--- src/rtl/spi_cfg_write_sched_if.sv ---
// Requester handshakes plus the configuration SPI bus of spi_cfg_write_sched.
//   master : requester/bus-observer side (drives valid/addr/data).
//   slave  : scheduler side (drives ready, nCS/COPI and status).
// Signals:
//   reqN_valid/addr[6:0]/data[7:0]/ready : per-requester write command handshake.
//   nCS, COPI                            : serial frame select (active-low) and data.
//   busy, err_addr, last_grant           : scheduler status.
interface spi_cfg_write_sched_if;
    logic       req0_valid;
    logic [6:0] req0_addr;
    logic [7:0] req0_data;
    logic       req0_ready;
    logic       req1_valid;
    logic [6:0] req1_addr;
    logic [7:0] req1_data;
    logic       req1_ready;
    logic       nCS;
    logic       COPI;
    logic       busy;
    logic       err_addr;
    logic       last_grant;

    modport master (
        output req0_valid, req0_addr, req0_data,
        output req1_valid, req1_addr, req1_data,
        input  req0_ready, req1_ready,
        input  nCS, COPI, busy, err_addr, last_grant
    );

    modport slave (
        input  req0_valid, req0_addr, req0_data,
        input  req1_valid, req1_addr, req1_data,
        output req0_ready, req1_ready,
        output nCS, COPI, busy, err_addr, last_grant
    );
endinterface

--- src/rtl/spi_cfg_write_sched.sv ---
// Two-requester round-robin scheduler that serializes register writes onto
// the configuration SPI bus as 16-bit frames {1, addr[6:0], data[7:0]},
// MSB first, followed by an nCS-high gap of GAP_CYCLES cycles.
// Commands addressed above MAX_ADDR are consumed, flagged on err_addr and
// never reach the bus.
// Ports:
//   SCLK  : clock, all state on posedge.
//   rst_n : asynchronous active-low reset.
//   bus   : spi_cfg_write_sched_if.slave (requester handshakes, nCS/COPI,
//           busy, err_addr, last_grant).
module spi_cfg_write_sched #(
    parameter int MAX_ADDR   = 4,
    parameter int GAP_CYCLES = 2
) (
    input logic                  SCLK,
    input logic                  rst_n,
    spi_cfg_write_sched_if.slave bus
);

    typedef enum logic [1:0] {IDLE = 2'd0, SHIFT = 2'd1, GAP = 2'd2} state_t;

    state_t      state, state_nxt;
    logic [14:0] shreg;      // bits 14..0 of the frame; bit 15 goes out at acceptance
    logic [3:0]  bit_cnt;
    logic [3:0]  gap_cnt;
    logic        ncs_q, copi_q, err_q, last_q;
    logic        winner, accept, addr_bad;
    logic [6:0]  win_addr;
    logic [7:0]  win_data;

    // Round-robin: on contention the requester that did not win last time goes.
    always_comb begin
        winner = 1'b0;
        if (bus.req0_valid && bus.req1_valid) winner = ~last_q;
        else if (bus.req1_valid)              winner = 1'b1;
        accept   = (state == IDLE) && (bus.req0_valid || bus.req1_valid);
        win_addr = winner ? bus.req1_addr : bus.req0_addr;
        win_data = winner ? bus.req1_data : bus.req0_data;
        addr_bad = win_addr > 7'(MAX_ADDR);
    end

    assign bus.req0_ready = accept && !winner;
    assign bus.req1_ready = accept &&  winner;
    assign bus.nCS        = ncs_q;
    assign bus.COPI       = copi_q;
    assign bus.busy       = (state != IDLE);
    assign bus.err_addr   = err_q;
    assign bus.last_grant = last_q;

    // The IDLE cycle in which the next command is granted is itself the last
    // nCS-high gap cycle, so GAP dwells GAP_CYCLES-1 cycles (none for 1).
    always_comb begin
        state_nxt = state;
        case (state)
            IDLE:    if (accept && !addr_bad) state_nxt = SHIFT;
            SHIFT:   if (bit_cnt == 4'd0) state_nxt = (GAP_CYCLES > 1) ? GAP : IDLE;
            GAP:     if (gap_cnt == 4'd1) state_nxt = IDLE;
            default: state_nxt = IDLE;
        endcase
    end

    always_ff @(posedge SCLK or negedge rst_n) begin
        if (!rst_n) begin
            state   <= IDLE;
            shreg   <= '0;
            bit_cnt <= '0;
            gap_cnt <= '0;
            ncs_q   <= 1'b1;
            copi_q  <= 1'b0;
            err_q   <= 1'b0;
            last_q  <= 1'b1;
        end else begin
            state <= state_nxt;
            err_q <= 1'b0;
            case (state)
                IDLE: begin
                    if (accept) begin
                        last_q <= winner;
                        if (addr_bad) begin
                            err_q <= 1'b1;
                        end else begin
                            shreg   <= {win_addr, win_data};
                            ncs_q   <= 1'b0;
                            copi_q  <= 1'b1;
                            bit_cnt <= 4'd15;
                        end
                    end
                end
                SHIFT: begin
                    if (bit_cnt != 4'd0) begin
                        copi_q  <= shreg[14];
                        shreg   <= {shreg[13:0], 1'b0};
                        bit_cnt <= bit_cnt - 4'd1;
                    end else begin
                        ncs_q   <= 1'b1;
                        copi_q  <= 1'b0;
                        gap_cnt <= 4'(GAP_CYCLES - 1);
                    end
                end
                GAP:     gap_cnt <= gap_cnt - 4'd1;
                default: ;
            endcase
        end
    end

endmodule

--- src/flat_wrapper.sv ---
// flat-port wrapper written by rule: the top's interface ports become plain ports
module spi_cfg_write_sched_flat 
#(
    parameter int MAX_ADDR   = 4,
    parameter int GAP_CYCLES = 2
)
  (SCLK, rst_n, bus_req0_valid, bus_req0_addr, bus_req0_data, bus_req1_valid, bus_req1_addr, bus_req1_data, bus_req0_ready, bus_req1_ready, bus_nCS, bus_COPI, bus_busy, bus_err_addr, bus_last_grant);
  spi_cfg_write_sched_if bus_i ();
  input logic SCLK;
  input logic rst_n;
  input wire logic [$bits(bus_i.req0_valid)-1:0] bus_req0_valid;
  input wire logic [$bits(bus_i.req0_addr)-1:0] bus_req0_addr;
  input wire logic [$bits(bus_i.req0_data)-1:0] bus_req0_data;
  input wire logic [$bits(bus_i.req1_valid)-1:0] bus_req1_valid;
  input wire logic [$bits(bus_i.req1_addr)-1:0] bus_req1_addr;
  input wire logic [$bits(bus_i.req1_data)-1:0] bus_req1_data;
  output wire logic [$bits(bus_i.req0_ready)-1:0] bus_req0_ready;
  output wire logic [$bits(bus_i.req1_ready)-1:0] bus_req1_ready;
  output wire logic [$bits(bus_i.nCS)-1:0] bus_nCS;
  output wire logic [$bits(bus_i.COPI)-1:0] bus_COPI;
  output wire logic [$bits(bus_i.busy)-1:0] bus_busy;
  output wire logic [$bits(bus_i.err_addr)-1:0] bus_err_addr;
  output wire logic [$bits(bus_i.last_grant)-1:0] bus_last_grant;
  assign bus_i.req0_valid = bus_req0_valid;
  assign bus_i.req0_addr = bus_req0_addr;
  assign bus_i.req0_data = bus_req0_data;
  assign bus_i.req1_valid = bus_req1_valid;
  assign bus_i.req1_addr = bus_req1_addr;
  assign bus_i.req1_data = bus_req1_data;
  assign bus_req0_ready = bus_i.req0_ready;
  assign bus_req1_ready = bus_i.req1_ready;
  assign bus_nCS = bus_i.nCS;
  assign bus_COPI = bus_i.COPI;
  assign bus_busy = bus_i.busy;
  assign bus_err_addr = bus_i.err_addr;
  assign bus_last_grant = bus_i.last_grant;
  spi_cfg_write_sched #(.MAX_ADDR(MAX_ADDR), .GAP_CYCLES(GAP_CYCLES)) u_core (.SCLK(SCLK), .rst_n(rst_n), .bus(bus_i));
endmodule
--- config.mk ---
export PLATFORM = sky130hd
export DESIGN_NAME = spi_cfg_write_sched_flat
export DESIGN_NICKNAME = d
export VERILOG_FILES = /design/src/rtl/spi_cfg_write_sched_if.sv /design/src/rtl/spi_cfg_write_sched.sv /design/src/flat_wrapper.sv
export SDC_FILE = /design/constraint.sdc
export NUM_CORES = 1
export LEC_CHECK = 0
export CAP_MARGIN = 0
export CORE_MARGIN = 4
export CORE_UTILIZATION = 49
export DETAILED_ROUTE_END_ITERATION = 8
export PLACE_DENSITY_LB_ADDON = 0.2
export SYNTH_ARGS = -nofsm -noshare
export SYNTH_HDL_FRONTEND = slang
export SYNTH_SLANG_ARGS = --single-unit
--- constraint.sdc ---
create_clock -name SCLK -period 2.7 [get_ports SCLK]
set_input_delay 0.405 -clock SCLK [delete_from_list [all_inputs] [get_ports SCLK]]
set_output_delay 0.405 -clock SCLK [all_outputs]
set_load 0.05 [all_outputs]
Yosys cells after proc, flatten, opt, wreduce, memory -nomap -nowiden
Cells that the tools add are included.
{"block": "op_classes", "eq_ne": 10, "n_lt_le_gt_ge": 1, "n_addsub": 2, "mux": 29, "n_bitwise": 1, "reduce_logical": 20}
{"op": "$mux 15", "n": 3}
{"op": "$pmux 15 s2", "n": 1}
{"op": "$mux 4", "n": 4}
{"op": "$pmux 4 s2", "n": 2}
{"op": "$mux 1", "n": 11}
{"op": "$mux 8", "n": 1}
{"op": "$ne 2x1->1 const B", "n": 4}
{"op": "$reduce_and 4->1", "n": 2}
{"op": "$sub 4x1->4 const B", "n": 2}
{"op": "$gt 7x3->1 const B", "n": 1}
{"op": "$mux 7", "n": 1}
{"op": "$mux 2", "n": 3}
{"op": "$ne 2x2->1 const B", "n": 3}
{"op": "$pmux 2 s3", "n": 1}
{"op": "$reduce_and 3->1", "n": 2}
{"op": "$reduce_bool 2->1", "n": 3}
{"op": "$logic_and 1x1->1", "n": 5}
{"op": "$eq 4x1->1 const B", "n": 1}
{"op": "$logic_not 4->1", "n": 1}
{"op": "$pmux 1 s2", "n": 2}
{"op": "$reduce_and 2->1", "n": 2}
{"op": "$reduce_bool 4->1", "n": 1}
{"op": "$eq 2x1->1 const B", "n": 1}
{"op": "$eq 2x2->1 const B", "n": 1}
{"op": "4 further kinds", "n": 5}
{"block": "totals", "input_bits": 34, "out_inout_bits": 7, "reg_bits": 29, "wordCells": 71}

Logic depth before layout (Yosys ltp)
Gate-level depths: netlist (run 1).
{"block": "depth", "depth_word": 8, "ltp_mapped": 8, "mapped_depth_nobuf": 6}

Worst setup path before layout (run 1)
Ideal clock, no wire load.
{"block": "synth_path", "path_type": "register to register", "start": "register u_core.last_q (netlist: u_core.bus.last_grant)", "end": "register u_core.shreg[10]", "t_required_ns": 2.575, "stages_incl_launch_ff": 6, "synth_period_minus_slack_ns": 1.885, "setup_ns": 0.125, "arrival_ns": 1.760, "setup_slack_ns": 0.815, "path_buffers": 1, "cell_sequence": "dfstp_2 > or2b_2 > nand3_1 > o221ai_4 > buf_6 > mux2_4"}
{"block": "synth_between", "elab_chain_len": 6, "elab_cells_between_ends": 9, "classes_between": "order compare: 1; eq/ne: 1; mux: 5; bitwise: 1; reduce/logical: 1"}
{"item": "start, declared", "line": "spi_cfg_write_sched.sv:26", "text": "logic ncs_q, copi_q, err_q, last_q;"}
{"item": "start signal, assigned", "line": "spi_cfg_write_sched.sv:78", "text": "last_q <= winner;"}
{"item": "$not 1->1 *", "line": "spi_cfg_write_sched.sv:34", "text": "if (bus.req0_valid && bus.req1_valid) winner = ~last_q;"}
{"item": "$mux 1 *", "line": "spi_cfg_write_sched.sv:34"}
{"item": "$mux 7 *", "line": "spi_cfg_write_sched.sv:37", "text": "win_addr = winner ? bus.req1_addr : bus.req0_addr;"}
{"item": "$gt 7x3->1 / $mux 15 (equally long branches)", "line": "spi_cfg_write_sched.sv:39, spi_cfg_write_sched.sv:79"}
{"item": "$ne 2x2->1 (no source line) / $mux 15 (equally long branches)"}
{"item": "$reduce_and 4->1 (no source line) / $pmux 15 s2 (equally long branches)"}
{"item": "end signal, assigned", "line": "spi_cfg_write_sched.sv:82", "text": "shreg <= {win_addr, win_data};"}
{"item": "end signal, assigned", "line": "spi_cfg_write_sched.sv:92", "text": "shreg <= {shreg[13:0], 1'b0};"}
{"item": "end, declared", "line": "spi_cfg_write_sched.sv:23", "text": "logic [14:0] shreg;"}
Every way passes the cells marked *; elsewhere a longest branch is shown, timed or not. The select of a mux whose other input is x is not followed.
A chain may end at the register's enable or synchronous reset.

Final worst setup path (run 1)
{"block": "layout_path", "start": "register u_core.state[1]", "end": "output bus_busy"}
{"block": "layout_between", "elab_chain_len": 1}
{"item": "start, declared", "line": "spi_cfg_write_sched.sv:22", "text": "state_t state, state_nxt;"}
{"item": "start signal, assigned", "line": "spi_cfg_write_sched.sv:73", "text": "state <= state_nxt;"}
{"item": "$reduce_bool 2->1", "line": "spi_cfg_write_sched.sv:46", "text": "assign bus.busy = (state != IDLE);"}
{"item": "end, declared", "line": "flat_wrapper.sv:21", "text": "output wire logic [$bits(bus_i.busy)-1:0] bus_busy;"}
Every way passes these cells.

==> run_results.csv, run 1 <==
group,metric,value,unit
min_path,hold_path.class,"in2async",
grt,grt_max_degree,33,
final_layout,final_cell_area,2210,um^2
run_status,status,"completed",
yosys,synth.distinct_cells,37,
final_layout,num_antenna_cells,0,
run,drv_cap,0,
sta,fin_crit,2.21,ns
sta,fmax,453,MHz
yosys,yosysTopAreaCell,"dfrtp_1",
yosys,synth_top_area_share,40.2,%
critical_path,critPathKind,"reg2out",
clock_tree,postCtsSetupBuffers,0,
sta,fin_ws,0.493,ns
yosys,syn-instance-count,159,
clock_tree,holdBufCountCts,0,
route,viasPerCell,5.12,
yosys,yosys_register_bits,29,
place,portBuffers,40,
yosys,synthArstFlopShare,100,%
floorplanning,core_area,3340,um^2
clock_tree,path_clk_slew,0.09,ns
clock_tree,cts_resized,0,
route,first_iter_violations,76,
sta,post-route-period-util,81.7,%
final_layout,layout_common_cells,"38 x clkdlybuf4s50_1, 27 x dfrtp_1, 23 x nand2_1, 18 x o21ai_0, 17 x mux2i_1",
critical_path,crit_path_max_fanout,6,
route,wl_per_cell,13.4,um
sta,tightest_slew,0.498,ns
sta,finalHoldViolCount,0,
clock_tree,clock_sinks,29,
route,drc,0,
yosys,yosys_warnings,0,
yosys,synth_edf_count,0,
place,gp_congestion,0.767,
yosys,netlist_area,1680,um^2
floorplanning,floorplan.initialDensity,50.4,%
route,antenna_left,0,
critical_path,critPathLaunch,"u_core.state[1]$_DFFE_PN0P_",
grt,antenna_found_initial,0,
grt,grt_pass1_vias,1305,
route,drt_wl_total,3340,um
power,leakage,0.954,nW
floorplanning,die-area,4430,um^2
critical_path,timing.rr.start,"u_core.bit_cnt[0]$_DFFE_PN0P_",
grt,track_usage,17.1,%
power,finalPower,2.37,mW
yosys,ys.flop_type,"dfrtp_1",
clock_tree,clk_root_buffer_cell,"clkbuf_4",
clock_tree,numCtsBuffers,5,
final_layout,instances_no_fill,250,
sta,finalSetupViolCount,0,
sta,fin_skew,0.00928,ns
final_layout,layout-drive-gt1-share,19.1,%
power,vdd_drop_max,413,uV
sta,max-slew-margin-rel,66.7,%
grt,grt_pass1_wl,5700,um
route,num_vias,1280,
floorplanning,pin_count,41,
yosys,synthesis.nets,196,
critical_path,end_kind,"primary output",
critical_path,cp-start-kind,"flop",
final_layout,fin_nets,240,
sta,rsz0062_at_grt,"no",
yosys,synthTopCellsByArea,"dfrtp_1 40%, mux2i_1 10%, mux2_4 7.1%",
sta,fin_setup_tns,0,ns
critical_path,required,2.30,ns
floorplanning,die_h,66.6,um
floorplanning,fp-row-count,21,
power,power.density,1080,nW/um^2
place,postPlaceCellArea,2140,um^2
clock_tree,cts_tree,"built",
sta,drv_slew,0,
yosys,avgSynthCellArea,10.6,um^2
yosys,synth.yosys.seq_area_share,43.3,%
floorplanning,die_w,66.6,um
place,dp.cells,242,
clock_tree,clk_latency,0.33,ns
critical_path,worst_ep_arrival_time,1.80,ns
place,dp_hpwl,2690,um
final_layout,area_growth,31.3,%
place,dp_slack,0.270,ns
clock_tree,htreeDepth,2,
final_layout,layout_commonest_cell,"clkdlybuf4s50_1",
grt,grt_overflow,0,
clock_tree,clockBufferDepth,2,
route,drt_pass1_iterations,4,
[worst max-delay path, stage by stage, from the launching register on]
cell and delay (ns):
dfrtp_1 0.44, nor2_2 0.27, inv_1 0.07, clkdlybuf4s50_1 0.70
[through the flow]
| stage | util (%) | hold WS, ns |
|---|---|---|
| floorplan | - | 0.109 |
| global placement | 64.0 | 0.491 |
| detailed placement | 64.0 | 0.493 |
| CTS | 66.1 | 0.454 |
| global route | 66.1 | 0.474 |
| finish | 66.1 | 0.458 |
[per-layer routing]
metal / GRT usage [%] / vias up / share of wire (%)
met1: 18.4 / 604 / 39
met5: 0 / - / 0
met4: 6.09 / 0 / 1.4
met2: 30.9 / 24 / 55
met3: 5.73 / 6 / 4.4
li1: - / 646 / -
[cell usage after synthesis (2+ instances only)]
cell type	number
nand2_4	2
nand3_1	3
nor2_1	5
nor2b_1	2
dfstp_2	2
mux2_2	7
xor2_1	2
dfrtp_1	27
buf_6	3
a22oi_1	2
o21ai_0	18
buf_2	2
nor3_1	2
a21oi_1	3
o22ai_1	2
mux2_4	8
nand2b_1	2
ha_1	3
nor4_1	2
nand2_1	23
mux2i_1	17
inv_1	7
[worst paths after layout]
path                       slack [ns]  cells after the start                                end
max in group asynchronous        1.94                      2  u_core.bus.last_grant$_DFFE_PN1P_
hold reg to reg                  0.52                      1        u_core.shreg[9]$_DFFE_PN0P_
min in group SCLK                0.52                      1        u_core.shreg[9]$_DFFE_PN0P_
setup reg to reg                 0.68                      7       u_core.shreg[11]$_DFFE_PN0P_
setup / recovery                 0.49                      3                           bus_busy
hold / removal                   0.46                      2        u_core.shreg[0]$_DFFE_PN0P_
[logic make-up (layout without fill, tap and decap cells)]
family	Yosys count	after routing	share of synthesized area (%)
adder cells (fa/ha/maj)	3	3	2.23
buffers and inverters	14	59	4.84
XOR/XNOR	3	3	1.56
AND/OR/NAND/NOR	47	47	14.1
AO/OA/AOI/OAI	31	31	11.9
flip-flops	29	29	43.3
multiplexers	32	32	22.0
[report_power, final]
| group | internal (mW) | total [mW] | switching, mW |
|---|---|---|---|
| clock | 0.151 | 0.298 | 0.147 |
| combinational | 0.625 | 1.26 | 0.639 |
| sequential | 0.661 | 0.810 | 0.149 |
| total | 1.44 | 2.37 | 0.935 |
[flip-flops by register name, summed over array words and instances (netlist names)]
signal,cells
u_core.bus.COPI,1
u_core.bus.err_addr,1
u_core.gap_cnt,4
u_core.state,2
u_core.shreg,15
u_core.bus.last_grant,1
u_core.bit_cnt,4
u_core.bus.nCS,1
[layout make-up]
cell class	count	area, um^2
Timing Repair Buffer	44	450
Inverter	7	26.3
Clock inverter	1	5.00
Clock buffer	7	65.1
Sequential cell	29	728
Fill cell	300	1130
Multi-Input combinational cell	116	873
Tap cell	46	57.6
Note: power is estimated with default switching activity, not from simulation.
==> run 2, diff against run 1 <==
==> constraint.sdc (replaced) <==
create_clock -name SCLK -period 2.05 [get_ports SCLK]
set_input_delay 0.3075 -clock SCLK [delete_from_list [all_inputs] [get_ports SCLK]]
set_output_delay 0.3075 -clock SCLK [all_outputs]
set_load 0.05 [all_outputs]
==> run_results.csv, run 2 (synthesis gave the netlist of run 1 again) <==
group,metric,value,unit
place,gp_congestion,0.732,
power,p_comb_share,53.1,%
power,netSwitchingPower,1.23,mW
floorplanning,core_area,3340,um^2
critical_path,cp-start-kind,"flop",
floorplanning,pin_count,41,
clock_tree,numCtsBuffers,5,
grt,track_usage,17.5,%
critical_path,worst_ep_arrival_time,1.65,ns
clock_tree,clk_root_buffer_cell,"clkbuf_4",
clock_tree,clock_sinks,29,
grt,grt_max_degree,33,
run_status,status,"completed",
critical_path,crit_path_max_fanout,2,
final_layout,fillers,296,
critical_path,max_stage_delay,0.79,ns
sta,max-slew-margin-rel,66.7,%
sta,fin_skew,0.00877,ns
clock_tree,clk_latency,0.33,ns
final_layout,area_growth,32.8,%
sta,hold-worst-slack,0.340,ns
clock_tree,clockBufferDepth,2,
power,vdd_drop_max,514,uV
final_layout,layout-drive-gt1-share,21.1,%
final_layout,layout_common_cells,"36 x clkdlybuf4s50_1, 27 x dfrtp_1, 23 x nand2_1, 18 x o21ai_0, 17 x mux2i_1",
sta,fin_crit,1.96,ns
grt,grt_pass1_vias,1391,
power,pwr-share-seq,34.1,%
power,finalPower,3.11,mW
final_layout,num_antenna_cells,0,
critical_path,cp_num_buf_inv,1,
power,clkPwrFrac,12.8,%
sta,fmax,510,MHz
final_layout,layout_commonest_cell,"clkdlybuf4s50_1",
floorplanning,die-area,4430,um^2
sta,finalSetupViolCount,0,
critical_path,required,1.74,ns
critical_path,cp_slowest_cell,"clkdlybuf4s50_1",
clock_tree,path_clk_slew,0.10,ns
power,p_int,1.88,mW
grt,antenna_found_initial,0,
route,wl_per_cell,13.3,um
floorplanning,die_w,66.6,um
sta,fin_setup_tns,0,ns
run,drv_cap,0,
clock_tree,postCtsSetupBuffers,0,
place,dp_hpwl,2710,um
sta,rsz0062_at_grt,"no",
route,num_vias,1325,
sta,drv_slew,0,
route,drt_wl_total,3390,um
clock_tree,htreeDepth,2,
critical_path,critPathKind,"reg2out",
grt,grt_pass1_wl,5770,um
power,swShare,39.5,%
critical_path,cp_top_family,"buffers and inverters",
place,portBuffers,40,
final_layout,top_regs,"u_core.shreg: 15 flops, u_core.bit_cnt: 4 flops, u_core.gap_cnt: 4 flops",
route,drt_pass1_iterations,3,
route,first_iter_violations,30,
floorplanning,fp-row-count,21,
route,drc,0,
route,antenna_left,0,
route,viasPerCell,5.20,
clock_tree,cts_tree,"built",
min_path,hold_path.class,"in2async",
final_layout,regMostFlops,"u_core.shreg",
floorplanning,die_h,66.6,um
final_layout,largest_reg_flops,15,
critical_path,end_kind,"primary output",
floorplanning,floorplan.initialDensity,50.4,%
sta,post-route-period-util,95.6,%
power,leakage,0.984,nW
sta,tightest_slew,0.499,ns
sta,finalHoldViolCount,0,
grt,grt_overflow,0,
power,power.density,1390,nW/um^2
final_layout,fin_nets,245,
critical_path,crit_chain,"clkdlybuf4s50_1",
## run 2: cell types whose count changed in the layout (fill, tap and decap cells not counted)
cell / change
buf_12: -1
buf_4: +6
clkdlybuf4s50_1: -2
dlygate4sd2_1: +1
dlymetal6s2s_1: +1
## run 2: power by group through the flow
| stage | clock network (mW) | registers, mW | logic, mW |
|---|---|---|---|
| final | 0.399 | 1.06 | 1.65 |
| after global routing | 0.437 | 1.10 | 1.81 |
| after CTS | 0.411 | 1.07 | 1.67 |
| after detailed placement | 0 | 1.07 | 1.69 |
| after global placement | 0 | 1.06 | 1.62 |
| after floorplan | 0 | 1.16 | 1.15 |
## run 2: final cells by class
type / instances / area (um^2) / share of cell area (%)
clock inverters: 1 / 5.00 / 0.224
repair buffers: 49 / 477 / 21.4
well taps: 46 / 57.6 / 2.58
flip-flops and latches: 29 / 728 / 32.6
inverters: 7 / 26.3 / 1.18
multi-input cells: 116 / 873 / 39.1
clock buffers: 7 / 65.1 / 2.91
## run 2: worst reg2reg max path, delay by kind of cell, from the launching register on
family | cells | cell delay (ns)
flops | 1 | 0.39
simple gates | 2 | 0.55
fa+ha+maj | 1 | 0.18
mux | 1 | 0.31
compound gates | 1 | 0.09
buf+inv | 2 | 0.28
## run 2: worst paths after layout
path / start / slack, ns / depth (start not counted) / end
worst max-delay path: u_core.bus.nCS$_DFFE_PN1P_ / 0.09 / 1 / bus_nCS
worst min-delay path: rst_n / 0.34 / 2 / u_core.bit_cnt[3]$_DFFE_PN0P_
worst max register to register: u_core.bit_cnt[0]$_DFFE_PN0P_ / 0.15 / 7 / u_core.shreg[11]$_DFFE_PN0P_
worst min register to register: u_core.shreg[5]$_DFFE_PN0P_ / 0.51 / 1 / u_core.shreg[5]$_DFFE_PN0P_
max in group asynchronous: rst_n / 1.40 / 2 / u_core.bus.last_grant$_DFFE_PN1P_
min in group SCLK: u_core.shreg[5]$_DFFE_PN0P_ / 0.51 / 1 / u_core.shreg[5]$_DFFE_PN0P_
## run 2: layer usage
metal | routed length [um] | share of wire [%] | vias up | GRT usage (%)
met4 | 93 | 2.7 | 0 | 11.7
li1 | - | - | 658 | -
met5 | 0 | 0 | - | 0
met2 | 1840 | 54 | 29 | 30.1
met1 | 1310 | 39 | 626 | 18.4
met3 | 141 | 4.2 | 12 | 5.06
## run 2: metrics by stage
stage / cells / worst slack, ns / area, um^2 / utilization, %
after floorplan: 159 / 0.165 / 1680 / -
after global placement: 247 / -0.0867 / 2160 / 64.8
after CTS: 255 / 0.00411 / 2230 / 66.8
after detailed placement: 247 / -0.0977 / 2160 / 64.8
final: 255 / 0.0895 / 2230 / 66.9
after global routing: 255 / 0.0410 / 2230 / 66.9
## run 2: timing repair
action	in CTS	in global routing
hold buffers	0	0
setup endpoints to repair	1	1
gates resized for setup	1	1
==> run 3, diff against run 2 <==
--- a/config.mk
+++ b/config.mk
@@ -9,6 +9,7 @@
 export CORE_MARGIN = 4
 export CORE_UTILIZATION = 49
 export DETAILED_ROUTE_END_ITERATION = 8
+export MAX_ROUTING_LAYER = met4
 export PLACE_DENSITY_LB_ADDON = 0.2
 export SYNTH_ARGS = -nofsm -noshare
 export SYNTH_HDL_FRONTEND = slang
==> run_results.csv, run 3 (synthesis gave the netlist of run 1 again) <==
group,metric,value,unit
clock_tree,clockBufferDepth,2,
critical_path,required,1.74,ns
place,dp_hpwl,2710,um
final_layout,layout_common_cells,"36 x clkdlybuf4s50_1, 27 x dfrtp_1, 23 x nand2_1, 18 x o21ai_0, 17 x mux2i_1",
grt,track_usage,18.0,%
sta,fin_crit,1.96,ns
critical_path,cp_top_family,"buffers and inverters",
critical_path,r2r_slack,0.15,ns
critical_path,max_stage_delay,0.79,ns
final_layout,area_growth,32.8,%
power,p_comb_share,53.1,%
place,gp_congestion,0.741,
sta,rsz0062_at_grt,"no",
route,drt_wl_total,3390,um
grt,grt_pass1_wl,5760,um
route,first_iter_violations,32,
critical_path,worst_ep_arrival_time,1.65,ns
final_layout,layout-drive-gt1-share,21.1,%
sta,fin_setup_tns,0,ns
critical_path,cp_num_buf_inv,1,
sta,max-slew-margin-rel,66.7,%
final_layout,largest_reg_flops,15,
clock_tree,htreeDepth,2,
clock_tree,clk_root_buffer_cell,"clkbuf_4",
sta,finalHoldViolCount,0,
power,power.density,1400,nW/um^2
clock_tree,clock_sinks,29,
grt,grt_pass1_vias,1394,
sta,fin_skew,0.00759,ns
critical_path,ff2ff_path_depth,7,
floorplanning,floorplan.initialDensity,50.4,%
sta,tightest_slew,0.499,ns
final_layout,regMostFlops,"u_core.shreg",
route,num_vias,1330,
min_path,hold_path.class,"in2async",
grt,antenna_found_initial,0,
clock_tree,clk_latency,0.33,ns
route,drt_pass1_iterations,3,
power,swShare,39.6,%
final_layout,fin_nets,245,
power,leakage,0.984,nW
power,p_int,1.88,mW
route,viasPerCell,5.22,
critical_path,critPathKind,"reg2out",
route,drc,0,
sta,finalSetupViolCount,0,
critical_path,end_kind,"primary output",
sta,post-route-period-util,95.7,%
final_layout,num_antenna_cells,0,
power,clkPwrFrac,12.8,%
final_layout,layout_commonest_cell,"clkdlybuf4s50_1",
floorplanning,die-area,4430,um^2
sta,fmax,510,MHz
route,wl_per_cell,13.3,um
critical_path,cp.depth,1,
floorplanning,pin_count,41,
route,antenna_left,0,
clock_tree,postCtsSetupBuffers,0,
power,netSwitchingPower,1.23,mW
floorplanning,die_w,66.6,um
floorplanning,core_area,3340,um^2
critical_path,cp-start-kind,"flop",
critical_path,crit_chain,"clkdlybuf4s50_1",
final_layout,fin_util,66.9,%
clock_tree,numCtsBuffers,5,
power,vdd_drop_max,514,uV
sta,drv_slew,0,
run,drv_cap,0,
final_layout,top_regs,"u_core.shreg: 15 flops, u_core.bit_cnt: 4 flops, u_core.gap_cnt: 4 flops",
run_status,status,"completed",
clock_tree,path_clk_slew,0.10,ns
place,portBuffers,40,
grt,grt_overflow,0,
power,pwr-share-seq,34.1,%
critical_path,crit_path_max_fanout,2,
critical_path,cp_slowest_cell,"clkdlybuf4s50_1",
floorplanning,fp-row-count,21,
grt,grt_max_degree,33,
floorplanning,die_h,66.6,um
clock_tree,cts_tree,"built",
run 3: cell counts in the layout (fill, tap and decap cells not counted):
Identical to the previous run, type by type.
run 3: routing by layer:
layer | vias to the layer above | track usage (%) | routed length, um | part of all wire [%]
met3 | 14 | 5.06 | 145 | 4.3
li1 | 658 | - | - | -
met4 | 0 | 11.7 | 99 | 2.9
met1 | 629 | 18.4 | 1310 | 39
met2 | 29 | 30.1 | 1830 | 54
met5 | - | - | 0 | 0
run 3: final timing paths:
path                                               start                                 to
max reg2reg                u_core.bit_cnt[0]$_DFFE_PN0P_       u_core.shreg[11]$_DFFE_PN0P_
min                                                rst_n      u_core.bit_cnt[3]$_DFFE_PN0P_
max in group asynchronous                          rst_n  u_core.bus.last_grant$_DFFE_PN1P_
max                           u_core.bus.nCS$_DFFE_PN1P_                            bus_nCS
min in group SCLK            u_core.shreg[5]$_DFFE_PN0P_        u_core.shreg[5]$_DFFE_PN0P_
min reg2reg                  u_core.shreg[5]$_DFFE_PN0P_        u_core.shreg[5]$_DFFE_PN0P_
run 3: timing repair:
item,CTS,global route
cloned,0,0
setup endpoints to repair,1,1
gates resized for setup,1,1
hold buffers,0,0
run 3: cell type report:
cell class              count  area (um^2)
multi-input cells         116          873
inverters                   7         26.3
flip-flops and latches     29          728
fillers                   296         1100
repair buffers             49          477
clock inverters             1         5.00
clock buffers               7         65.1
well taps                  46         57.6
run 3: worst reg2reg max path, delay by kind of cell, from the launching register on:
| family | cells | cell delay [ns] |
|---|---|---|
| AND/OR/NAND/NOR | 2 | 0.55 |
| buffers and inverters | 2 | 0.28 |
| adder cells (fa/ha/maj) | 1 | 0.18 |
| flip-flops | 1 | 0.39 |
| AO/OA/AOI/OAI | 1 | 0.09 |
| multiplexers | 1 | 0.31 |
run 3: per-stage QoR:
step	total power, mW	area (um^2)	hold WS (ns)	setup slack (ns)	instances
after floorplan	2.31	1680	0.0119	0.165	159
after global placement	2.68	2160	0.491	-0.0867	247
after detailed placement	2.76	2160	0.496	-0.0977	247
after CTS	3.15	2230	0.348	0.00411	255
after global routing	3.34	2230	0.373	0.0410	255
final	3.11	2230	0.340	0.0888	255
run 3: power groups by stage:
stage | registers (mW) | logic, mW | clock network, mW
after floorplan | 1.16 | 1.15 | 0
after global placement | 1.06 | 1.62 | 0
after detailed placement | 1.07 | 1.69 | 0
after CTS | 1.07 | 1.67 | 0.411
after global routing | 1.10 | 1.81 | 0.437
final | 1.06 | 1.65 | 0.399
